## config.mk

```make
export PLATFORM = sky130hd
export DESIGN_NAME = dmem_rmw_ctrl_flat
export DESIGN_NICKNAME = d
export VERILOG_FILES = /design/src/rtl/dmem_rmw_ctrl_pkg.sv /design/src/rtl/dmem_rmw_ctrl_if.sv /design/src/rtl/dmem_rmw_ctrl_lane_merge.sv /design/src/rtl/dmem_rmw_ctrl.sv /design/src/flat_wrapper.sv
export SDC_FILE = /design/constraint.sdc
export NUM_CORES = 1
export LEC_CHECK = 0
export CORE_UTILIZATION = 35
export DETAILED_ROUTE_END_ITERATION = 8
export PLACE_DENSITY = 0.78
export SLEW_MARGIN = 20
export SYNTH_ARGS = -nofsm -noshare
export SYNTH_HDL_FRONTEND = slang
export SYNTH_SLANG_ARGS = --single-unit
```

## constraint.sdc

```tcl
create_clock -name clk -period 3.1 [get_ports clk]
set_input_delay 0.465 -clock clk [delete_from_list [all_inputs] [get_ports clk]]
set_output_delay 0.465 -clock clk [all_outputs]
set_load 0.02 [all_outputs]
```

## src/rtl/dmem_rmw_ctrl_pkg.sv

```systemverilog
// Shared encodings for the MEM-stage data-memory controller: RV funct3 access
// sizes, controller states and small decode helpers.
package dmem_rmw_ctrl_pkg;

  typedef enum logic [2:0] {
    MASK_B  = 3'd0,
    MASK_H  = 3'd1,
    MASK_W  = 3'd2,
    MASK_BU = 3'd4,
    MASK_HU = 3'd5
  } mask_e;

  typedef enum logic {
    IDLE,
    RMW_WR
  } state_e;

  function automatic logic is_byte(input mask_e m);
    return (m == MASK_B) || (m == MASK_BU);
  endfunction

  function automatic logic is_half(input mask_e m);
    return (m == MASK_H) || (m == MASK_HU);
  endfunction

  // Unlisted funct3 codes fall through to word behaviour.
  function automatic logic is_word(input mask_e m);
    return !(is_byte(m) || is_half(m));
  endfunction

  function automatic logic misaligned(input mask_e m, input logic [1:0] off);
    if (is_byte(m)) return 1'b0;
    if (is_half(m)) return off[0];
    return off != 2'b00;
  endfunction

endpackage

```

## src/rtl/dmem_rmw_ctrl_if.sv

```systemverilog
// Pipeline request/response bus plus the single-port SRAM port of the
// data-memory controller.
interface dmem_rmw_ctrl_if #(
  parameter int unsigned ADDR_W = 10
);
  logic              memRead;
  logic              memWrite;
  logic [2:0]        maskMode;
  logic [31:0]       addr;
  logic [31:0]       wdata;
  logic [31:0]       rdata;
  logic              rdata_valid;
  logic              rmw_pending;
  logic              busy;
  logic              misalign;
  logic              mem_en;
  logic              mem_we;
  logic [ADDR_W-1:0] mem_addr;
  logic [31:0]       mem_wdata;
  logic [31:0]       mem_rdata;

  modport master (
    output memRead, memWrite, maskMode, addr, wdata,
    input  rdata, rdata_valid, rmw_pending, busy, misalign
  );

  modport slave (
    input  memRead, memWrite, maskMode, addr, wdata, mem_rdata,
    output rdata, rdata_valid, rmw_pending, busy, misalign,
    output mem_en, mem_we, mem_addr, mem_wdata
  );

  modport sram (
    input  mem_en, mem_we, mem_addr, mem_wdata,
    output mem_rdata
  );
endinterface

```

## src/rtl/dmem_rmw_ctrl_lane_merge.sv

```systemverilog
// Byte/half lane handling on a 32-bit SRAM word: store-side merge of new data
// into the old word, load-side lane extract with sign/zero extension.
module dmem_lane_merge
  import dmem_rmw_ctrl_pkg::*;
(
  input  logic [31:0] word,
  input  logic [15:0] st_data,
  input  logic [1:0]  st_off,
  input  mask_e       st_mask,
  input  logic [1:0]  ld_off,
  input  mask_e       ld_mask,
  output logic [31:0] merged,
  output logic [31:0] loaded
);

  logic [7:0]  ld_byte;
  logic [15:0] ld_half;

  always_comb begin
    merged = word;
    if (is_half(st_mask)) begin
      if (st_off[1]) merged[31:16] = st_data;
      else           merged[15:0]  = st_data;
    end else if (is_byte(st_mask)) begin
      merged[{st_off, 3'b000} +: 8] = st_data[7:0];
    end
  end

  always_comb begin
    ld_byte = word[{ld_off, 3'b000} +: 8];
    ld_half = ld_off[1] ? word[31:16] : word[15:0];
    unique case (ld_mask)
      MASK_B:  loaded = {{24{ld_byte[7]}}, ld_byte};
      MASK_BU: loaded = {24'h0, ld_byte};
      MASK_H:  loaded = {{16{ld_half[15]}}, ld_half};
      MASK_HU: loaded = {16'h0, ld_half};
      default: loaded = word;
    endcase
  end

endmodule

```

## src/rtl/dmem_rmw_ctrl.sv

```systemverilog
// MEM-stage data-memory controller: single-cycle word stores, two-cycle
// read-modify-write for sb/sh, one-cycle-latency extended loads.
module dmem_rmw_ctrl
  import dmem_rmw_ctrl_pkg::*;
#(
  parameter int unsigned ADDR_W = 10
) (
  input  logic           clk,
  input  logic           rst_n,
  dmem_rmw_ctrl_if.slave bus
);

  state_e            state_q, state_d;

  logic [ADDR_W-1:0] rmw_addr_q;
  logic [1:0]        rmw_off_q;
  mask_e             rmw_mask_q;
  logic [15:0]       rmw_data_q;

  logic              ld_valid_q;
  logic [1:0]        ld_off_q;
  mask_e             ld_mask_q;

  mask_e             req_mask;
  logic              req;
  logic              ld_issue;
  logic              rmw_issue;

  logic              en;
  logic              we;
  logic [ADDR_W-1:0] maddr;
  logic [31:0]       mwdata;
  logic              bsy;
  logic              mis;
  logic              pend;

  logic [31:0]       merged;
  logic [31:0]       loaded;
  logic              unused_addr_hi;

  assign req_mask       = mask_e'(bus.maskMode);
  assign req            = bus.memRead | bus.memWrite;
  assign unused_addr_hi = ^bus.addr[31:ADDR_W+2];

  dmem_lane_merge u_lane (
    .word    (bus.mem_rdata),
    .st_data (rmw_data_q),
    .st_off  (rmw_off_q),
    .st_mask (rmw_mask_q),
    .ld_off  (ld_off_q),
    .ld_mask (ld_mask_q),
    .merged  (merged),
    .loaded  (loaded)
  );

  always_ff @(posedge clk) begin
    if (!rst_n) begin
      state_q    <= IDLE;
      rmw_addr_q <= '0;
      rmw_off_q  <= '0;
      rmw_mask_q <= MASK_B;
      rmw_data_q <= '0;
      ld_valid_q <= 1'b0;
      ld_off_q   <= '0;
      ld_mask_q  <= MASK_B;
    end else begin
      state_q    <= state_d;
      ld_valid_q <= ld_issue;
      if (ld_issue) begin
        ld_off_q  <= bus.addr[1:0];
        ld_mask_q <= req_mask;
      end
      if (rmw_issue) begin
        rmw_addr_q <= bus.addr[ADDR_W+1:2];
        rmw_off_q  <= bus.addr[1:0];
        rmw_mask_q <= req_mask;
        rmw_data_q <= bus.wdata[15:0];
      end
    end
  end

  // A request arriving during the write phase is only flagged busy; the
  // requester holds it and it is issued from IDLE on the following cycle.
  always_comb begin
    state_d   = state_q;
    ld_issue  = 1'b0;
    rmw_issue = 1'b0;
    en        = 1'b0;
    we        = 1'b0;
    maddr     = bus.addr[ADDR_W+1:2];
    mwdata    = '0;
    bsy       = 1'b0;
    mis       = 1'b0;
    pend      = 1'b0;
    unique case (state_q)
      IDLE: begin
        if (req) begin
          if (misaligned(req_mask, bus.addr[1:0])) begin
            mis = 1'b1;
          end else if (bus.memWrite) begin
            en = 1'b1;
            if (is_word(req_mask)) begin
              we     = 1'b1;
              mwdata = bus.wdata;
            end else begin
              rmw_issue = 1'b1;
              state_d   = RMW_WR;
            end
          end else begin
            en       = 1'b1;
            ld_issue = 1'b1;
          end
        end
      end
      RMW_WR: begin
        pend    = 1'b1;
        en      = 1'b1;
        we      = 1'b1;
        maddr   = rmw_addr_q;
        mwdata  = merged;
        bsy     = req;
        state_d = IDLE;
      end
    endcase
  end

  // Outputs are forced low while reset is held so an in-flight RMW write
  // never reaches the SRAM.
  assign bus.mem_en      = rst_n & en;
  assign bus.mem_we      = rst_n & we;
  assign bus.mem_addr    = rst_n ? maddr  : '0;
  assign bus.mem_wdata   = rst_n ? mwdata : '0;
  assign bus.busy        = rst_n & bsy;
  assign bus.misalign    = rst_n & mis;
  assign bus.rmw_pending = rst_n & pend;
  assign bus.rdata_valid = rst_n & ld_valid_q;
  assign bus.rdata       = (rst_n && ld_valid_q) ? loaded : '0;

endmodule

```

## src/flat_wrapper.sv

```systemverilog
// flat-port wrapper written by rule: the top's interface ports become plain ports
module dmem_rmw_ctrl_flat import dmem_rmw_ctrl_pkg::*;
#(
  parameter int unsigned ADDR_W = 10
)
  (clk, rst_n, bus_memRead, bus_memWrite, bus_maskMode, bus_addr, bus_wdata, bus_mem_rdata, bus_rdata, bus_rdata_valid, bus_rmw_pending, bus_busy, bus_misalign, bus_mem_en, bus_mem_we, bus_mem_addr, bus_mem_wdata);
  dmem_rmw_ctrl_if #(.ADDR_W(ADDR_W)) bus_i ();
  input  logic clk;
  input  logic rst_n;
  input wire logic [$bits(bus_i.memRead)-1:0] bus_memRead;
  input wire logic [$bits(bus_i.memWrite)-1:0] bus_memWrite;
  input wire logic [$bits(bus_i.maskMode)-1:0] bus_maskMode;
  input wire logic [$bits(bus_i.addr)-1:0] bus_addr;
  input wire logic [$bits(bus_i.wdata)-1:0] bus_wdata;
  input wire logic [$bits(bus_i.mem_rdata)-1:0] bus_mem_rdata;
  output wire logic [$bits(bus_i.rdata)-1:0] bus_rdata;
  output wire logic [$bits(bus_i.rdata_valid)-1:0] bus_rdata_valid;
  output wire logic [$bits(bus_i.rmw_pending)-1:0] bus_rmw_pending;
  output wire logic [$bits(bus_i.busy)-1:0] bus_busy;
  output wire logic [$bits(bus_i.misalign)-1:0] bus_misalign;
  output wire logic [$bits(bus_i.mem_en)-1:0] bus_mem_en;
  output wire logic [$bits(bus_i.mem_we)-1:0] bus_mem_we;
  output wire logic [$bits(bus_i.mem_addr)-1:0] bus_mem_addr;
  output wire logic [$bits(bus_i.mem_wdata)-1:0] bus_mem_wdata;
  assign bus_i.memRead = bus_memRead;
  assign bus_i.memWrite = bus_memWrite;
  assign bus_i.maskMode = bus_maskMode;
  assign bus_i.addr = bus_addr;
  assign bus_i.wdata = bus_wdata;
  assign bus_i.mem_rdata = bus_mem_rdata;
  assign bus_rdata = bus_i.rdata;
  assign bus_rdata_valid = bus_i.rdata_valid;
  assign bus_rmw_pending = bus_i.rmw_pending;
  assign bus_busy = bus_i.busy;
  assign bus_misalign = bus_i.misalign;
  assign bus_mem_en = bus_i.mem_en;
  assign bus_mem_we = bus_i.mem_we;
  assign bus_mem_addr = bus_i.mem_addr;
  assign bus_mem_wdata = bus_i.mem_wdata;
  dmem_rmw_ctrl #(.ADDR_W(ADDR_W)) u_core (.clk(clk), .rst_n(rst_n), .bus(bus_i));
endmodule
```

==> impl_metrics.ini <==
[run_status]
result_of_the_run = complete, no violations

[timing]
post-route-period-util = 0.973
period_minus_slack_ns = 3.02
max_slew.worst_pin.slew_ns = 0.595
rsz0062_at_grt = yes
report.final.hold_viol_count = 0
maximum_clock_frequency_mhz = 332
finalSetupViolations = 0
drv_slew = 0
holdWs_ns = 0.461
maxSlewHeadroom = 0.602
clock_skew_ns = 0.00987

[grt]
grt_remaining_overflow = 0
grt_usage = 0.272
grt_first_pass_wirelength_um = 21500
antenna_found_initial = 0
grt_pass1_vias = 4224
pin_count_of_the_biggest_net_entering_global_routing = 52

[die]
dieArea_um2 = 10000
floorplan.initialDensity = 0.362
io_pins = 183
placementRows = 35
die_h_um = 100
fp.coreArea_um2 = 9280
die_w_um = 100

[cells_and_area]
drive_gt1_frac = 0.143
mostFrequentLayoutCell = sky130_fd_sc_hd__clkdlybuf4s50_1
final_cell_mix = 124 x sky130_fd_sc_hd__clkdlybuf4s50_1, 87 x sky130_fd_sc_hd__nand2_1, 42 x sky130_fd_sc_hd__buf_4
antenna_cells_inserted = 0
sequential_cell_area_um2 = 742
design.final.nets = 758
syn_to_final_growth_pct = 61.3
filler_cell_count = 878
multi_input_comb_area_um2 = 2440

[critical_path]
cp_data_required_time_ns = 2.63
critPathMostFrequentCell = sky130_fd_sc_hd__clkdlybuf4s50_1
cp-end-kind = primary output
critical_path_depth = 6
timing.critical_path.max_delay_family = buffers and inverters
critPathBufInv = 3
cpMaxStageDelayCell = sky130_fd_sc_hd__clkdlybuf4s50_1
timing.critical_path.fanout_max = 4
worst_path_largest_cell_delay_ns = 0.68
timing.critical_path.cells = clkdlybuf4s50_1 > mux4_2 > a21oi_2 > buf_4 > a221oi_1 > clkdlybuf4s50_1
rr_worst_depth = 5
critPathArrivalTime_ns = 2.55
timing.critical_path.from_type = input pin
criticalPathCategory = input pin to primary output

[clocking]
cts_htree_levels = 2
cts.path.max_buffers = 2
cts.sinks = 37
ctsRootBufferMaster = sky130_fd_sc_hd__clkbuf_8
cts-buffers-inserted = 5
cts_tree = done
clock_latency_on_the_worst_skew_pair_ns = 0.30
path_clk_slew_ns = 0.08
cts_hold_buffers = 0

[yosys]
synth_warnings = 0
syn-num-nets = 584
synth_edf_count = 0
ys_seq_area_frac = 0.220
ys_dominant_reg_cell = sky130_fd_sc_hd__dfxtp_1
async_flop_share = 0
ys_seq_elements = 37
post_synth.cell_area_avg_um2 = 7.07
netlist-cell-type-count = 43
synth_cells = 476
netlist_area_um2 = 3360

[power_and_ir_drop]
vdd_ir_drop_max_uv = 224
finalPower_mw = 1.47
power_leakage_nw = 2.35
power.density_nw_per_um2 = 271

[routing]
drt_iter0_markers = 485
drt_pass1_iterations = 7
drt.antenna.violating_nets = 0
wl_per_cell_um = 18.1
num_vias = 4521
drt_wl_total_um = 14100
route.detailed.vias_per_inst = 5.80
drcViolationCount = 0

[placed_design]
io_buffers = 162
gp_congestion = 0.921
placed_wire_length_estimate_after_detailed_placement_um = 10700

[min_path]
holdCritPathClass = flip-flop to flip-flop
hold-path-cell-count = 2

[run]
drv.max_cap_violation_count = 0
==> cell families after synthesis <==
| family | after synthesis | share of synthesized area |
|---|---|---|
| fa+ha+maj | 5 | 0.0186 |
| simple gates | 169 | 0.227 |
| flops | 37 | 0.220 |
| mux | 43 | 0.144 |
| buf+inv | 53 | 0.0606 |
| compound gates | 169 | 0.330 |
==> worst paths after layout <==
path	from	to	slack, ns
worst max-delay path	bus_mem_rdata[23]	bus_rdata[13]	0.08
worst min-delay path	u_core.rmw_addr_q[2]	u_core.rmw_addr_q[2]	0.46
worst max register to register	u_core.state_q	u_core.ld_off_q[1]	1.66
worst min register to register	u_core.rmw_addr_q[2]	u_core.rmw_addr_q[2]	0.46
==> metal layers <==
layer,routed length (µm),share of wire,up-vias,GRT usage
li1,-,-,2105,-
met1,5930,0.42,2083,0.382
met2,6240,0.44,300,0.413
met3,1620,0.11,33,0.0522
met4,345,0.024,0,0.101
met5,0,0,-,0
==> area by class of cell <==
class,count,share of cell area
clock buffers,5,0.0127
multi-input cells,386,0.450
clock inverters,3,0.00807
inverters,14,0.00968
well taps,129,0.0297
flip-flops and latches,37,0.137
repair buffers,206,0.353
==> stage by stage <==
stage / instance area [µm²] / setup TNS (ns) / utilization / cells / worst slack, ns
floorplan: 3360 / 0 / - / 476 / 0.107
global placement: 5330 / -0.677 / 0.574 / 769 / -0.0858
detailed placement: 5330 / -1.04 / 0.574 / 769 / -0.105
CTS: 5430 / 0 / 0.585 / 778 / 0.00457
global route: 5430 / -0.0225 / 0.585 / 780 / -0.0224
finish: 5430 / 0 / 0.585 / 780 / 0.0850
==> what timing repair did <==
item                                    in CTS  in global routing
buffers inserted                             1                  2
pin swaps                                    1                  1
endpoints found under the setup margin      32                 28
gates resized for setup                     31                 54
gates cloned                                 0                  0
==> cells in the mapped netlist, types with 8 or more instances <==
cell type / instances / area [µm²]
sky130_fd_sc_hd__nand2_1: 88 / 330
sky130_fd_sc_hd__nor2_1: 40 / 150
sky130_fd_sc_hd__a21oi_1: 39 / 195
sky130_fd_sc_hd__dfxtp_1: 37 / 741
sky130_fd_sc_hd__clkbuf_1: 31 / 116
sky130_fd_sc_hd__o22ai_1: 30 / 188
sky130_fd_sc_hd__mux2i_1: 27 / 270
sky130_fd_sc_hd__a221oi_1: 26 / 228
sky130_fd_sc_hd__o21ai_0: 26 / 130
sky130_fd_sc_hd__a21o_1: 17 / 128
sky130_fd_sc_hd__nor3_1: 17 / 85.1
sky130_fd_sc_hd__inv_1: 13 / 48.8
sky130_fd_sc_hd__mux2_2: 13 / 146
sky130_fd_sc_hd__a211oi_1: 11 / 82.6
sky130_fd_sc_hd__a22oi_1: 8 / 60.1
==> worst register-to-register path, stage by stage (launching register included) <==
cell and delay (ns):
sky130_fd_sc_hd__dfxtp_2 0.57, sky130_fd_sc_hd__nor3b_1 0.11, sky130_fd_sc_hd__buf_4 0.17, sky130_fd_sc_hd__o21ai_0 0.19, sky130_fd_sc_hd__mux2i_1 0.25, sky130_fd_sc_hd__nor2_1 0.05
==> sequential cells by signal (all words and copies together) (netlist names) <==
register           count
u_core.ld_valid_q      1
u_core.rmw_mask_q      2
u_core.ld_mask_q       3
u_core.rmw_off_q       2
u_core.rmw_data_q     16
u_core.ld_off_q        2
u_core.state_q         1
u_core.rmw_addr_q     10
==> power by group <==
part	switching, mW	leakage [nW]	internal (mW)
Sequential	0.0215	0.302	0.495
Clock	0.196	0.0585	0.241
Combinational	0.261	1.99	0.254
Total	0.479	2.35	0.990
Note: power is estimated with default switching activity, not from simulation.
